===== src/rtl/div_pkg.sv =====
// div_pkg: definitions shared by the restoring divider controller and its
// single-step datapath.
//   state_t      - controller FSM states (IDLE / RUN / DONE)
//   WIDTH_DEF    - default operand width
//   DBZ_QUOT_ALL - all-ones quotient pattern reported for a zero divisor;
//                  users slice the low WIDTH bits
package div_pkg;

    typedef enum logic [1:0] {
        IDLE = 2'd0,
        RUN  = 2'd1,
        DONE = 2'd2
    } state_t;

    localparam int WIDTH_DEF = 8;

    localparam logic [63:0] DBZ_QUOT_ALL = '1;

endpackage : div_pkg


===== src/rtl/div_step.sv =====
// div_step: one purely combinational restoring-division step.
// Ports:
//   a      [WIDTH:0]   partial remainder (top bit is the trial-subtract sign)
//   q      [WIDTH-1:0] quotient / remaining dividend bits
//   m      [WIDTH:0]   zero-extended divisor
//   a_next [WIDTH:0]   partial remainder after the step
//   q_next [WIDTH-1:0] quotient register after the step
module div_step
    import div_pkg::*;
#(
    parameter int WIDTH = WIDTH_DEF
) (
    input  logic [WIDTH:0]   a,
    input  logic [WIDTH-1:0] q,
    input  logic [WIDTH:0]   m,
    output logic [WIDTH:0]   a_next,
    output logic [WIDTH-1:0] q_next
);

    logic        [2*WIDTH:0] aq_sh;
    logic        [WIDTH:0]   a_sh;
    logic        [WIDTH-1:0] q_sh;
    logic signed [WIDTH:0]   a_trial;

    always_comb begin
        aq_sh   = {a, q} << 1;
        a_sh    = aq_sh[2*WIDTH:WIDTH];
        q_sh    = aq_sh[WIDTH-1:0];
        a_trial = $signed(a_sh) - $signed(m);
        // Negative trial result: the subtract did not fit, keep the shifted
        // remainder and shift in a 0 quotient bit.
        if (a_trial[WIDTH]) begin
            a_next = a_sh;
            q_next = q_sh;
        end else begin
            a_next = a_trial;
            q_next = q_sh | {{(WIDTH-1){1'b0}}, 1'b1};
        end
    end

endmodule : div_step


===== src/rtl/restoring_div_seq.sv =====
// restoring_div_seq: sequential unsigned restoring divider. Accepts one
// dividend/divisor pair, runs WIDTH shift-subtract steps (one per clock via
// div_step) and presents quotient/remainder until the consumer takes them.
// Ports:
//   clk, rst_n            clock (rising edge), asynchronous active-low reset
//   in_valid / in_ready   operand handshake
//   dividend, divisor     unsigned operands [WIDTH-1:0]
//   out_valid / out_ready result handshake
//   quotient, remainder   unsigned results [WIDTH-1:0]
//   div_by_zero           result came from a zero divisor
//   busy                  operation in progress (RUN or DONE)
module restoring_div_seq
    import div_pkg::*;
#(
    parameter int WIDTH = WIDTH_DEF
) (
    input  logic             clk,
    input  logic             rst_n,
    input  logic             in_valid,
    output logic             in_ready,
    input  logic [WIDTH-1:0] dividend,
    input  logic [WIDTH-1:0] divisor,
    output logic             out_valid,
    input  logic             out_ready,
    output logic [WIDTH-1:0] quotient,
    output logic [WIDTH-1:0] remainder,
    output logic             div_by_zero,
    output logic             busy
);

    localparam int CW = $clog2(WIDTH) + 1;
    localparam logic [CW-1:0] LAST_STEP = CW'(WIDTH - 1);

    state_t           state;
    logic [WIDTH:0]   a_reg;
    logic [WIDTH:0]   m_reg;
    logic [WIDTH-1:0] q_reg;
    logic [CW-1:0]    count;
    logic [WIDTH:0]   a_next;
    logic [WIDTH-1:0] q_next;

    div_step #(.WIDTH(WIDTH)) u_step (
        .a      (a_reg),
        .q      (q_reg),
        .m      (m_reg),
        .a_next (a_next),
        .q_next (q_next)
    );

    always_ff @(posedge clk or negedge rst_n) begin
        if (!rst_n) begin
            state       <= IDLE;
            a_reg       <= '0;
            m_reg       <= '0;
            q_reg       <= '0;
            count       <= '0;
            in_ready    <= 1'b1;
            out_valid   <= 1'b0;
            quotient    <= '0;
            remainder   <= '0;
            div_by_zero <= 1'b0;
            busy        <= 1'b0;
        end else begin
            case (state)
                IDLE: begin
                    if (in_valid && in_ready) begin
                        a_reg    <= '0;
                        q_reg    <= dividend;
                        m_reg    <= {1'b0, divisor};
                        count    <= '0;
                        in_ready <= 1'b0;
                        busy     <= 1'b1;
                        if (divisor == '0) begin
                            // Result is known immediately; out_valid follows
                            // one edge later from the DONE state.
                            state       <= DONE;
                            quotient    <= DBZ_QUOT_ALL[WIDTH-1:0];
                            remainder   <= dividend;
                            div_by_zero <= 1'b1;
                        end else begin
                            state       <= RUN;
                            div_by_zero <= 1'b0;
                        end
                    end
                end

                RUN: begin
                    a_reg <= a_next;
                    q_reg <= q_next;
                    count <= count + CW'(1);
                    if (count == LAST_STEP) begin
                        state     <= DONE;
                        out_valid <= 1'b1;
                        quotient  <= q_next;
                        remainder <= a_next[WIDTH-1:0];
                    end
                end

                DONE: begin
                    if (!out_valid) begin
                        out_valid <= 1'b1;
                    end else if (out_ready) begin
                        state     <= IDLE;
                        out_valid <= 1'b0;
                        in_ready  <= 1'b1;
                        busy      <= 1'b0;
                    end
                end

                default: begin
                    state    <= IDLE;
                    in_ready <= 1'b1;
                    busy     <= 1'b0;
                end
            endcase
        end
    end

endmodule : restoring_div_seq


===== config.mk =====
export PLATFORM = sky130hd
export DESIGN_NAME = restoring_div_seq
export DESIGN_NICKNAME = d
export VERILOG_FILES = /design/src/rtl/div_pkg.sv /design/src/rtl/div_step.sv /design/src/rtl/restoring_div_seq.sv
export SDC_FILE = /design/constraint.sdc
export NUM_CORES = 1
export LEC_CHECK = 0
export CAP_MARGIN = 20
export CORE_MARGIN = 2
export CORE_UTILIZATION = 56
export CTS_BUF_LIST = sky130_fd_sc_hd__clkbuf_2 sky130_fd_sc_hd__clkbuf_4 sky130_fd_sc_hd__clkbuf_8
export DETAILED_ROUTE_END_ITERATION = 16
export PLACE_DENSITY = 0.91
export SLEW_MARGIN = 15
export SYNTH_ARGS = -nofsm -noshare
export SYNTH_HDL_FRONTEND = slang
export SYNTH_SLANG_ARGS = --single-unit

===== constraint.sdc =====
create_clock -name clk -period 2.6 [get_ports clk]
set_input_delay 0.65 -clock clk [delete_from_list [all_inputs] [get_ports clk]]
set_output_delay 0.65 -clock clk [all_outputs]
set_load 0.01 [all_outputs]

After elaboration in Yosys (flattened, before gate mapping)

Index checks and enable logic that the tools add are counted.

Output and inout bits: 20
Flip-flop bits (word level): 50
Memories kept: 0
Memory bits (read-only): 0
Latch bits: 0
Memory bits (writable): 0

Muxes and demuxes: 35
Add/sub/neg operators: 2
Shifts and indexed selects: 0
Bitwise gates (word level): 1
Div/mod/pow operators: 0
$mul: 0
Reduce and logical (&&, ||, !) cells: 11
Magnitude comparators: 0
Equality and inequality tests: 8

Operator list:

| operator            | count |
|---|---|
| $mux 8              | 9 |
| $pmux 8 s2          | 4 |
| $reduce_and 4->1    | 3 |
| $mux 1              | 11 |
| $mux 2              | 5 |
| $ne 2x2->1 const B  | 5 |
| $sub 9x9->9         | 1 |
| $logic_not 8->1     | 1 |
| $pmux 4 s2          | 1 |
| $pmux 1 s3          | 2 |
| $pmux 2 s3          | 1 |
| $reduce_and 2->1    | 3 |
| $add 4x1->4 const B | 1 |
| $eq 4x3->1 const B  | 1 |
| $mux 4              | 1 |
| $reduce_bool 2->1   | 2 |
| $eq 2x1->1 const B  | 1 |
| $eq 2x2->1 const B  | 1 |
| $logic_not 2->1     | 1 |
| $pmux 1 s2          | 1 |
| $logic_and 1x1->1   | 1 |
| $not 1->1           | 1 |

Longest topological paths before layout

Word-level depth: 4
Gate-level depth with buffers: 10
Depth with buffers taken out: 9

Modules after synthesis

Synthesis repeated with hierarchy kept, for this count alone.

Cells, all modules: 274
Area, all modules: 2864.0 µm²

By module, submodules not included:

| module            | sequential area each (µm²) | instances | cells an instance | area an instance (µm²) |
|---|---|---|---|---|
| restoring_div_seq | 1277.5                     | 1         | 199               | 2243.4 |
| div_step          | 0.0                        | 1         | 75                | 620.6 |

Worst setup path before layout

OpenSTA, ideal clock, no wires.

Path type: register to register
Start point: reg q_reg[7]
End point: reg remainder[7]
Data required time: 2527 ps
Arrival: 2168 ps
Path buffers: 1
Cell stages (with the launch flop): 11
Period minus slack after synthesis: 2241 ps
Library setup time: 73 ps
Path slack: 359 ps
Path through: dfrtp_1 inv_1 ha_1 inv_1 fa_1 a211oi_2 o211a_1 o211ai_4 buf_6 a221o_1 a21oi_2

Longest elaborated chain between the ends: 4

Ends and longest elaborated chain:

| element                  | RTL line                | text |
|---|---|---|
| start: declaration       | restoring_div_seq.sv:37 | `logic [WIDTH-1:0] q_reg;` |
| start signal: assignment | restoring_div_seq.sv:68 | `q_reg <= dividend;` |
| start signal: assignment | restoring_div_seq.sv:89 | `q_reg <= q_next;` |
| $sub 9x9->9              | div_step.sv:29          | `a_trial = $signed(a_sh) - $signed(m);` |
| $mux 8                   | div_step.sv:32          | `if (a_trial[WIDTH]) begin` |
| $mux 8                   | restoring_div_seq.sv:91 | `if (count == LAST_STEP) begin` |
| $pmux 8 s2               | restoring_div_seq.sv:64 | `case (state)` |
| end signal: assignment   | restoring_div_seq.sv:78 | `remainder <= dividend;` |
| end signal: assignment   | restoring_div_seq.sv:95 | `remainder <= a_next[WIDTH-1:0];` |
| end: declaration         | restoring_div_seq.sv:26 | `output logic [WIDTH-1:0] remainder,` |

Every way passes these cells. The select of a mux whose other input is x is not followed.
A chain may end at the register's enable or synchronous reset.

Worst setup path after layout

Ends and elaborated chain as after synthesis.

==> key figures <==
Yosys
  • Number of register bits inferred by synthesis: 50
  • Seq/Total Area, Yosys: 47.5%
  • Mapped Cells: 279
  • FFs w/ async S/R, synth: 100%
  • Synthesis warning total: 0
  • Synth cell types: 51
  • Post-synth EDFFs: 0
  • Synthesized area: 0.00264 mm²
  • Syn Area/Cell: 9.46 µm²
  • Synth Flop Type: dfrtp_1
  • Syn nets: 309

Worst setup path
  • Crit-path max FO: 12
  • Worst setup startpoint: q_reg[7]$_DFFE_PN0P_
  • CP top delay family: compound AO/OA/AOI/OAI gates
  • Worst path required time: 2.83 ns
  • Crit path arrival time: 2.75 ns
  • Start of the worst register-to-register path: q_reg[7]$_DFFE_PN0P_
  • Crit path largest cell delay: 0.43 ns
  • Crit path capture type: flip-flop
  • CP most frequent cell: inv_1
  • Critical-path cell list: inv_1 -> ha_1 -> inv_1 -> fa_1 -> a211oi_4 -> o211a_1 -> o211ai_4 -> buf_4 -> a221o_1 -> a21oi_2
  • CP max stage cell: fa_1
  • Kind of critical path: flip-flop to flip-flop
  • Crit start category: flip-flop
  • CP bufs+invs: 3

STA
  • Relative slew slack: 53.8%
  • Final worst slack: 0.0874 ns
  • Setup violators final: 0
  • Final Skew: 0.00967 ns
  • Final Cycle Share: 96.6%
  • Hold Fails Final Rpt: 0
  • Worst-margin pin slew: 0.693 ns
  • Max Freq: 0.398 GHz
  • Tmin final: 2.51 ns
  • Max Transition Viols Final: 0
  • RSZ-0062 raised after global routing: yes
  • Hold Slack: 0.445 ns

CTS
  • Sink Count: 50
  • Clock buffer depth: 2
  • Hold Buf Count CTS: 0
  • Clock Tree Root: clkbuf_8
  • Later-pin clock latency in the skew report: 0.31 ns
  • Worst-path clk slew: 0.08 ns
  • H-tree depth: 2
  • TritonCTS Buffers: 5
  • CTS tree: yes

Pwr
  • PwrDens: 1300 mW/mm²
  • IR drop worst, VDD: 776 µV
  • Leak pwr: 1.39 nW

Place
  • PortBufs: 39
  • Cells after DPL: 365
  • Post-DP Area: 0.00309 mm²
  • Post-detail-place hpwl: 4.47 mm
  • DP Worst Slack: 0.138 ns
  • Placer Congestion: 0.854

Route
  • DRC Markers: 0
  • Initial DRT Pass Iterations: 4
  • WL per Instance: 16.8 µm
  • Total Wirelength: 6.30 mm
  • Routed vias: 2251
  • Antenna-violating nets left: 0
  • Initial DRC count: 239
  • Via density: 6.02

Run status
  • Status: complete, no violations

Floorplanning
  • DIE AREA: 0.00528 mm²
  • Chip Height: 72.6 µm
  • Io pins: 40
  • Die X: 72.6 µm
  • Starting Density: 59.4%
  • Core box area: 0.00444 mm²
  • Number of core rows: 24

Cells and area
  • Layout cell share with drive strength beyond 1: 9.94%
  • Post-layout net count: 352
  • Final Instance Count excl. Fillers: 374
  • Post-Layout Inst Area: 0.00322 mm²
  • Area Growth Syn to Fin: 22.2%
  • Antenna cells: 0

GRT
  • Largest net degree at the start of global routing: 51
  • Global-route wire length before repair: 10.3 mm
  • Antenna violations before repair: 0
  • Congestion Overflow GR: 0
  • GRT Total Usage: 25.6%
  • Number of global-route vias before repair: 2165

Job
  • Max Cap Viol: 0

Min path
  • HP Class: primary input to asynchronous set/reset pin
[through the flow]
step	power, W	utilization, %	TNS (ns)
CTS	0.00404	71.9	0
finish	0.00419	72.6	0
global placement	0.00337	69.5	0
detailed placement	0.00348	69.5	0
global route	0.00448	72.6	-0.00998
floorplan	0.00286	-	0
[layer usage]
metal	global-route usage [%]	wire length, µm	share of wire [%]
met1	34.3	2630	42
met2	42.5	3150	50
met3	4.83	384	6.1
met4	7.61	138	2.2
met5	0	0	0
[path summary, 6_finish.rpt]
| kind | cells after the start | slack, ns | end |
|---|---|---|---|
| max in group asynchronous | 2 | 1.72 | a_reg[3]$_DFFE_PN0P_ |
| setup / recovery | 10 | 0.09 | remainder[7]$_DFFE_PN0P_ |
| setup reg to reg | 10 | 0.09 | remainder[7]$_DFFE_PN0P_ |
| min in group clk | 2 | 0.49 | div_by_zero$_DFFE_PN0P_ |
| hold reg to reg | 2 | 0.49 | div_by_zero$_DFFE_PN0P_ |
| hold / removal | 2 | 0.45 | m_reg[7]$_DFFE_PN0P_ |
[layout by cell type (no fill, tap or decap), drive strengths merged, types with 4 or more instances in the layout]
| master | n |
|---|---|
| a211oi | 4 |
| a21oi | 25 |
| a31oi | 10 |
| buf | 11 |
| clkbuf | 5 |
| clkdlybuf4s50 | 38 |
| dfrtp | 49 |
| ha | 9 |
| inv | 13 |
| mux2i | 4 |
| nand2 | 46 |
| nor2 | 26 |
| o211ai | 4 |
| o21ai | 21 |
| o22ai | 6 |
| xor2 | 6 |
[timing repair]
item / 4_1_cts / 5_1_grt
resized for setup: 0 / 2
setup buffers: 0 / 2
setup endpoints to repair: 0 / 4
[cells by family after synthesis]
| kind of cell | count (synthesis) | synth area share, % |
|---|---|---|
| and+or+nand+nor | 98 | 18.3 |
| AOI/OAI and AO/OA | 81 | 19.5 |
| DFF | 50 | 47.5 |
| buffers and inverters | 26 | 4.65 |
| adders and majority gates | 10 | 5.03 |
| xor gates and xnor gates | 8 | 2.66 |
| muxes | 6 | 2.37 |
[cells in the mapped netlist, types with 2 or more instances]
library cell	n	area share, %
and2_1	3	0.71
o22ai_1	6	1.4
a31oi_1	10	2.4
nor2_1	26	3.7
a211oi_2	2	0.95
buf_1	3	0.43
o21ai_0	21	4.0
a221oi_1	2	0.66
mux2i_1	4	1.5
clkbuf_1	5	0.71
nand2b_1	2	0.47
buf_2	2	0.38
nor2b_1	2	0.47
xnor2_1	2	0.66
or3_1	2	0.47
a21oi_1	24	4.6
nor3_1	3	0.57
xor2_1	6	2.0
o211ai_1	2	0.57
inv_1	13	1.8
nand2_1	46	6.5
buf_6	3	1.3
nor4_4	2	1.6
o21a_1	2	0.57
ha_1	9	4.3
nand3_1	2	0.38
a211oi_1	2	0.57
dfrtp_1	49	46
mux2_2	2	0.85
[cell type report]
| class | instances | area [µm²] |
|---|---|---|
| Multi-Input combinational cell | 203 | 1280 |
| Clock inverter | 2 | 38.8 |
| Clock buffer | 5 | 68.8 |
| Fill cell | 328 | 1220 |
| Tap cell | 52 | 65.1 |
| Timing Repair Buffer | 49 | 473 |
| Inverter | 13 | 48.8 |
| Sequential cell | 50 | 1250 |
[report_power, final]
part	switching (W)	internal, W	total, W
sequential	0.000228	0.00110	0.00133
combinational	0.00127	0.00105	0.00232
clock	0.000258	0.000283	0.000541
total	0.00175	0.00244	0.00419
No activity file was read; power rests on OpenSTA's default activity.
